<file path="config.mk">
export PLATFORM = sky130hd
export DESIGN_NAME = bus_arbiter
export DESIGN_NICKNAME = d
export VERILOG_FILES = /design/src/rtl/bus_arbiter_pkg.sv /design/src/rtl/bus_arb_rr_pick.sv /design/src/rtl/bus_arbiter.sv
export SDC_FILE = /design/constraint.sdc
export NUM_CORES = 1
export LEC_CHECK = 0
export BUFFER_PORTS_ARGS = -buffer_cell sky130_fd_sc_hd__buf_2
export CAP_MARGIN = 40
export CORE_MARGIN = 8
export CORE_UTILIZATION = 45
export DETAILED_ROUTE_END_ITERATION = 10
export MAX_ROUTING_LAYER = met4
export PLACE_DENSITY = 0.7
export SLEW_MARGIN = 20
export SYNTH_ARGS = -nofsm -noshare
export SYNTH_HDL_FRONTEND = slang
export SYNTH_SLANG_ARGS = --single-unit
</file>
<file path="constraint.sdc">
create_clock -name clk -period 1.77 [get_ports clk]
set_clock_uncertainty 0.15 [all_clocks]
set_input_delay 0.0885 -clock clk [delete_from_list [all_inputs] [get_ports clk]]
set_output_delay 0.0885 -clock clk [all_outputs]
set_load 0.02 [all_outputs]
</file>
<file path="src/rtl/bus_arbiter_pkg.sv">
// rtl/bus_arbiter_pkg.sv - shared widths, master indices, arbiter states and default timeout
package bus_arbiter_pkg;

  localparam int BUS_MASTER_CH = 4;
  localparam int BUS_OWNER_BUS = 2;

  localparam logic [BUS_OWNER_BUS-1:0] BUS_OWNER_MASTER_0 = 2'd0;
  localparam logic [BUS_OWNER_BUS-1:0] BUS_OWNER_MASTER_1 = 2'd1;
  localparam logic [BUS_OWNER_BUS-1:0] BUS_OWNER_MASTER_2 = 2'd2;
  localparam logic [BUS_OWNER_BUS-1:0] BUS_OWNER_MASTER_3 = 2'd3;

  localparam int ARB_TIMEOUT_DEFAULT = 256;

  typedef enum logic [1:0] {
    ARB_IDLE = 2'd0,
    ARB_BUSY = 2'd1,
    ARB_WAIT = 2'd2
  } arb_state_e;

  // Active-low one-cold grant vector for a given owner index.
  function automatic logic [BUS_MASTER_CH-1:0] grant_vec(input logic [BUS_OWNER_BUS-1:0] idx);
    return ~(BUS_MASTER_CH'(1) << idx);
  endfunction

endpackage

</file>
<file path="src/rtl/bus_arb_rr_pick.sv">
// rtl/bus_arb_rr_pick.sv - round-robin winner select scanning owner+1..owner+3 then owner
module bus_arb_rr_pick
  import bus_arbiter_pkg::*;
(
  input  logic [BUS_MASTER_CH-1:0] req_i,
  input  logic [BUS_OWNER_BUS-1:0] owner_i,
  input  logic                     excl_i,
  output logic [BUS_OWNER_BUS-1:0] owner_o,
  output logic                     valid_o
);

  logic [BUS_OWNER_BUS-1:0] cand;

  always_comb begin
    owner_o = owner_i;
    valid_o = 1'b0;
    cand    = owner_i;
    for (int i = 1; i <= BUS_MASTER_CH; i++) begin
      cand = owner_i + BUS_OWNER_BUS'(i);
      if (!valid_o && req_i[cand] && !(excl_i && (cand == owner_i))) begin
        valid_o = 1'b1;
        owner_o = cand;
      end
    end
  end

endmodule

</file>
<file path="src/rtl/bus_arbiter.sv">
// rtl/bus_arbiter.sv - four-master round-robin bus arbiter; ARB_TIMEOUT_EN enables forced revocation
module bus_arbiter
  import bus_arbiter_pkg::*;
#(
  parameter int TIMEOUT = ARB_TIMEOUT_DEFAULT
) (
  input  logic       clk,
  input  logic       reset,
  input  logic       m0_req_,
  input  logic       m1_req_,
  input  logic       m2_req_,
  input  logic       m3_req_,
  input  logic       bus_as_,
  input  logic       bus_rdy_,
  output logic       m0_grnt_,
  output logic       m1_grnt_,
  output logic       m2_grnt_,
  output logic       m3_grnt_,
  output logic [1:0] owner,
  output logic       timeout_err
);

  if (TIMEOUT < 2 || TIMEOUT > 65535) begin : g_bad_timeout
    $error("bus_arbiter: TIMEOUT out of range");
  end

  arb_state_e               state_q, state_d;
  logic [BUS_OWNER_BUS-1:0] owner_q, owner_d;
  logic [BUS_MASTER_CH-1:0] grnt_q;
  logic                     out_q, out_d;

  logic [BUS_MASTER_CH-1:0] req;
  logic                     owner_req, any_req, can_switch, force_rev, rearb;
  logic [BUS_OWNER_BUS-1:0] pick_owner;
  logic                     pick_valid;

  assign req        = ~{m3_req_, m2_req_, m1_req_, m0_req_};
  assign owner_req  = req[owner_q];
  assign any_req    = |req;
  // Ready arriving this cycle already finishes the outstanding transfer.
  assign can_switch = !out_q || !bus_rdy_;
  assign out_d      = !bus_rdy_ ? 1'b0 : (!bus_as_ ? 1'b1 : out_q);

  bus_arb_rr_pick u_pick (
    .req_i   (req),
    .owner_i (owner_q),
    .excl_i  (force_rev),
    .owner_o (pick_owner),
    .valid_o (pick_valid)
  );

  always_comb begin
    state_d = state_q;
    owner_d = owner_q;
    rearb   = 1'b0;
    case (state_q)
      ARB_IDLE: rearb = any_req;
      ARB_BUSY, ARB_WAIT: begin
        if (force_rev)       rearb   = 1'b1;
        else if (owner_req)  state_d = ARB_BUSY;
        else if (!can_switch) state_d = ARB_WAIT;
        else if (any_req)    rearb   = 1'b1;
        else                 state_d = ARB_IDLE;
      end
      default: state_d = ARB_IDLE;
    endcase
    if (rearb && pick_valid) begin
      owner_d = pick_owner;
      state_d = req[pick_owner] ? ARB_BUSY : ARB_IDLE;
    end
  end

  always_ff @(posedge clk or negedge reset) begin
    if (!reset) begin
      state_q <= ARB_IDLE;
      owner_q <= BUS_OWNER_MASTER_0;
      grnt_q  <= grant_vec(BUS_OWNER_MASTER_0);
      out_q   <= 1'b0;
    end else begin
      state_q <= state_d;
      owner_q <= owner_d;
      grnt_q  <= grant_vec(owner_d);
      out_q   <= out_d;
    end
  end

`ifdef ARB_TIMEOUT_EN
  logic [15:0] cnt_q, cnt_d;
  logic        err_q;
  logic        other_req;

  assign other_req = |(req & ~(BUS_MASTER_CH'(1) << owner_q));
  // Count saturates at the limit so a revocation deferred by an open transfer still fires.
  assign force_rev = (state_q == ARB_BUSY) && (cnt_q == 16'(TIMEOUT - 1)) && can_switch && other_req;

  always_comb begin
    cnt_d = cnt_q;
    if ((owner_d != owner_q) || !other_req)                   cnt_d = '0;
    else if (state_q == ARB_BUSY && cnt_q != 16'(TIMEOUT - 1)) cnt_d = cnt_q + 16'd1;
  end

  always_ff @(posedge clk or negedge reset) begin
    if (!reset) begin
      cnt_q <= '0;
      err_q <= 1'b0;
    end else begin
      cnt_q <= cnt_d;
      err_q <= force_rev;
    end
  end

  assign timeout_err = err_q;
`else
  assign force_rev   = 1'b0;
  assign timeout_err = 1'b0;
`endif

  assign {m3_grnt_, m2_grnt_, m1_grnt_, m0_grnt_} = grnt_q;
  assign owner = owner_q;

endmodule

</file>
==> impl_metrics.ini <==
[status]
status = complete, no violations

[worst_setup_path]
critPathArrivalTime_ns = 1.74
critPathKind = reg2reg
cp.depth = 5
cp_slowest_stage_delay_ns = 0.51
crit_chain = mux4_2 -> and3_4 -> o21ai_4 -> nor2_1 -> xor2_1
critPathLaunchType = flop
crit_fanout = 7
r2r_cells = 5
critPathRequiredTime_ns = 1.76
path_buf_inv = 0
slowest_stage = mux4_2
critical-path-top-delay-family = multiplexers
cp-end-kind = flop

[floorplan]
core.rowCount = 13
io_pins = 15
dieHeight_um = 53.88
die_area_sq_um = 2903
core_sq_um = 1318
start_util_pct = 49.00
dieWidth_um = 53.88

[layout]
area_growth_pct = 24.81
seq_area_sq_um = 230.2
final_common_cell = buf_2
antenna_cells = 0
drive_gt1_share_pct = 34.04
nets = 105
final_core_util_pct = 61.16
num-fill-cells = 106
final_cell_mix = buf_2, nor2_1, o21ai_0, buf_4
multiInputGateArea_sq_um = 361.6

[clocking]
cts-root-buf = clkbuf_4
cts_tree = done
clkSlewWorstSetupHoldPaths_ns = 0.06
clk_latency_ns = 0.26
cts_made_buffers = 3
cts_max_path_buffers = 2
h-tree-depth = 1
clock-sinks = 9

[detailed_routing]
via_per_inst = 5.358
ant_nets = 0
first_iter_violations = 11
routed_wl_um = 1381
drc_errors = 0
post_drt_wl_per_cell_um = 12.67
drt_first_pass_iters = 6
vias = 584

[placed_design]
port_buffers = 13
gp_congestion = 0.8671
dp_hpwl_um = 1016
dp_worst_setup_slack_ns = 0.007495

[pwr]
power_mw = 1.351
leakage_nw = 0.3436
power_density_nw_per_um2 = 1677
peakVddDrop_uv = 861.3

[flow_run]
drv_cap = 0

[logic_synthesis]
synth_area_leaders = dfrtp_1, dfstp_2, nor2_1
synth_edf_count = 0
synth_top_cell_by_area = dfrtp_1
ys_async_sr_fraction_pct = 100.0
synth_warnings = 0
syn_nets = 84
ys_ff_latch = 9
syn-cell-area_sq_um = 645.6
avgSynthCellArea_sq_um = 8.725
synth_top_area_share_pct = 23.26
synth_flop_cell = dfrtp_1
ys_seq_area_share_pct = 35.47
synthCells = 74
ys_types = 33

[grt]
grt_pass1_vias = 554
grt_max_degree = 13
grt_usage_pct = 10.93
grt_overflow = 0
grt_pass1_wl_um = 2311
antenna_found_initial = 0

[worst_hold_path]
hp-class = in2reg
holdPathStages = 3

[sta]
fin_crit_sh_pct = 98.64
min_period_ns = 1.746
finalHoldViolations = 0
setup_violations = 0
slew_violations = 0
max_freq_mhz = 572.8
hold-worst-slack_ns = 0.04379
fin_ws_ns = 0.02412
rsz0062_at_grt = yes
## stage by stage
| stage | setup TNS, ns | instances | instance area [sq um] |
|---|---|---|---|
| 2_1_floorplan | -0.1300 | 74 | 646.9 |
| 3_3_place_gp | 0 | 100 | 720.7 |
| 3_5_place_dp | 0 | 100 | 720.7 |
| 4_1_cts | 0 | 108 | 787.0 |
| 5_1_grt | -0.1505 | 109 | 805.8 |
| 6_report | 0 | 109 | 805.8 |
## cell usage after synthesis, types with 2 or more instances
library cell	count
o21ai_0	6
a31oi_1	4
nor2b_1	3
buf_6	2
dfrtp_1	6
inv_1	5
ha_1	2
buf_2	2
nand3_1	2
nand4_1	2
nand2_1	4
a21oi_1	4
clkbuf_1	2
nor2_1	9
dfstp_2	3
## tightest hold or removal path, delay by kind of cell
family          cells  cell delay (ns)
compound gates      2             0.17
buf+inv             1             0.14
## state kept, by name, indices dropped and copies added, names as in the netlist
name     cells
state_q      2
out_q        1
owner        2
grnt_q       4
## cell type report
cell class / instances / area share (%)
Clock buffer: 4 / 3.261
Inverter: 5 / 2.329
Multi-Input combinational cell: 53 / 44.88
Timing Repair Buffer: 23 / 18.63
Tap cell: 15 / 2.329
Sequential cell: 9 / 28.57
## power breakdown
group / switching, mW / total (mW) / leakage [nW] / internal, mW
sequential: 0.0368 / 0.343 / 0.101 / 0.306
combinational: 0.474 / 0.854 / 0.228 / 0.381
clock: 0.0673 / 0.154 / 0.0150 / 0.0866
total: 0.578 / 1.35 / 0.344 / 0.774
## logic make-up after synthesis
kind of cell / share of synthesized area [%]
compound gates: 24.42
simple gates: 17.44
buf+inv: 10.27
flops: 35.47
fa+ha+maj: 3.875
xor+xnor: 2.714
mux: 5.232
other cells: 0.5808
## worst paths after layout
check	startpoint	endpoint	slack, ns
max	owner[0]	owner[1]	0.02
min	m0_req_	grnt_q[0]	0.04
max reg2reg	owner[0]	owner[1]	0.02
min reg2reg	out_q	state_q[1]	0.41
max in group asynchronous	reset	grnt_q[1]	1.17
min in group asynchronous	reset	state_q[0]	0.05
## routing by layer
layer  part of all wire, %  wire length, um  GRT usage [%]
met5                     0                0              -
met4                  0.29                4          3.782
met3                   3.4               47          4.959
met2                    53              726          17.18
met1                    44              602          11.94
## repair_timing
item	CTS	global route
pin swaps	1	0
setup buffers	0	1
gates resized for setup	0	3
setup endpoints to repair	1	6
endpoints found under the hold margin	11	0
hold buffers	4	0
Note: power is estimated with default switching activity, not from simulation.
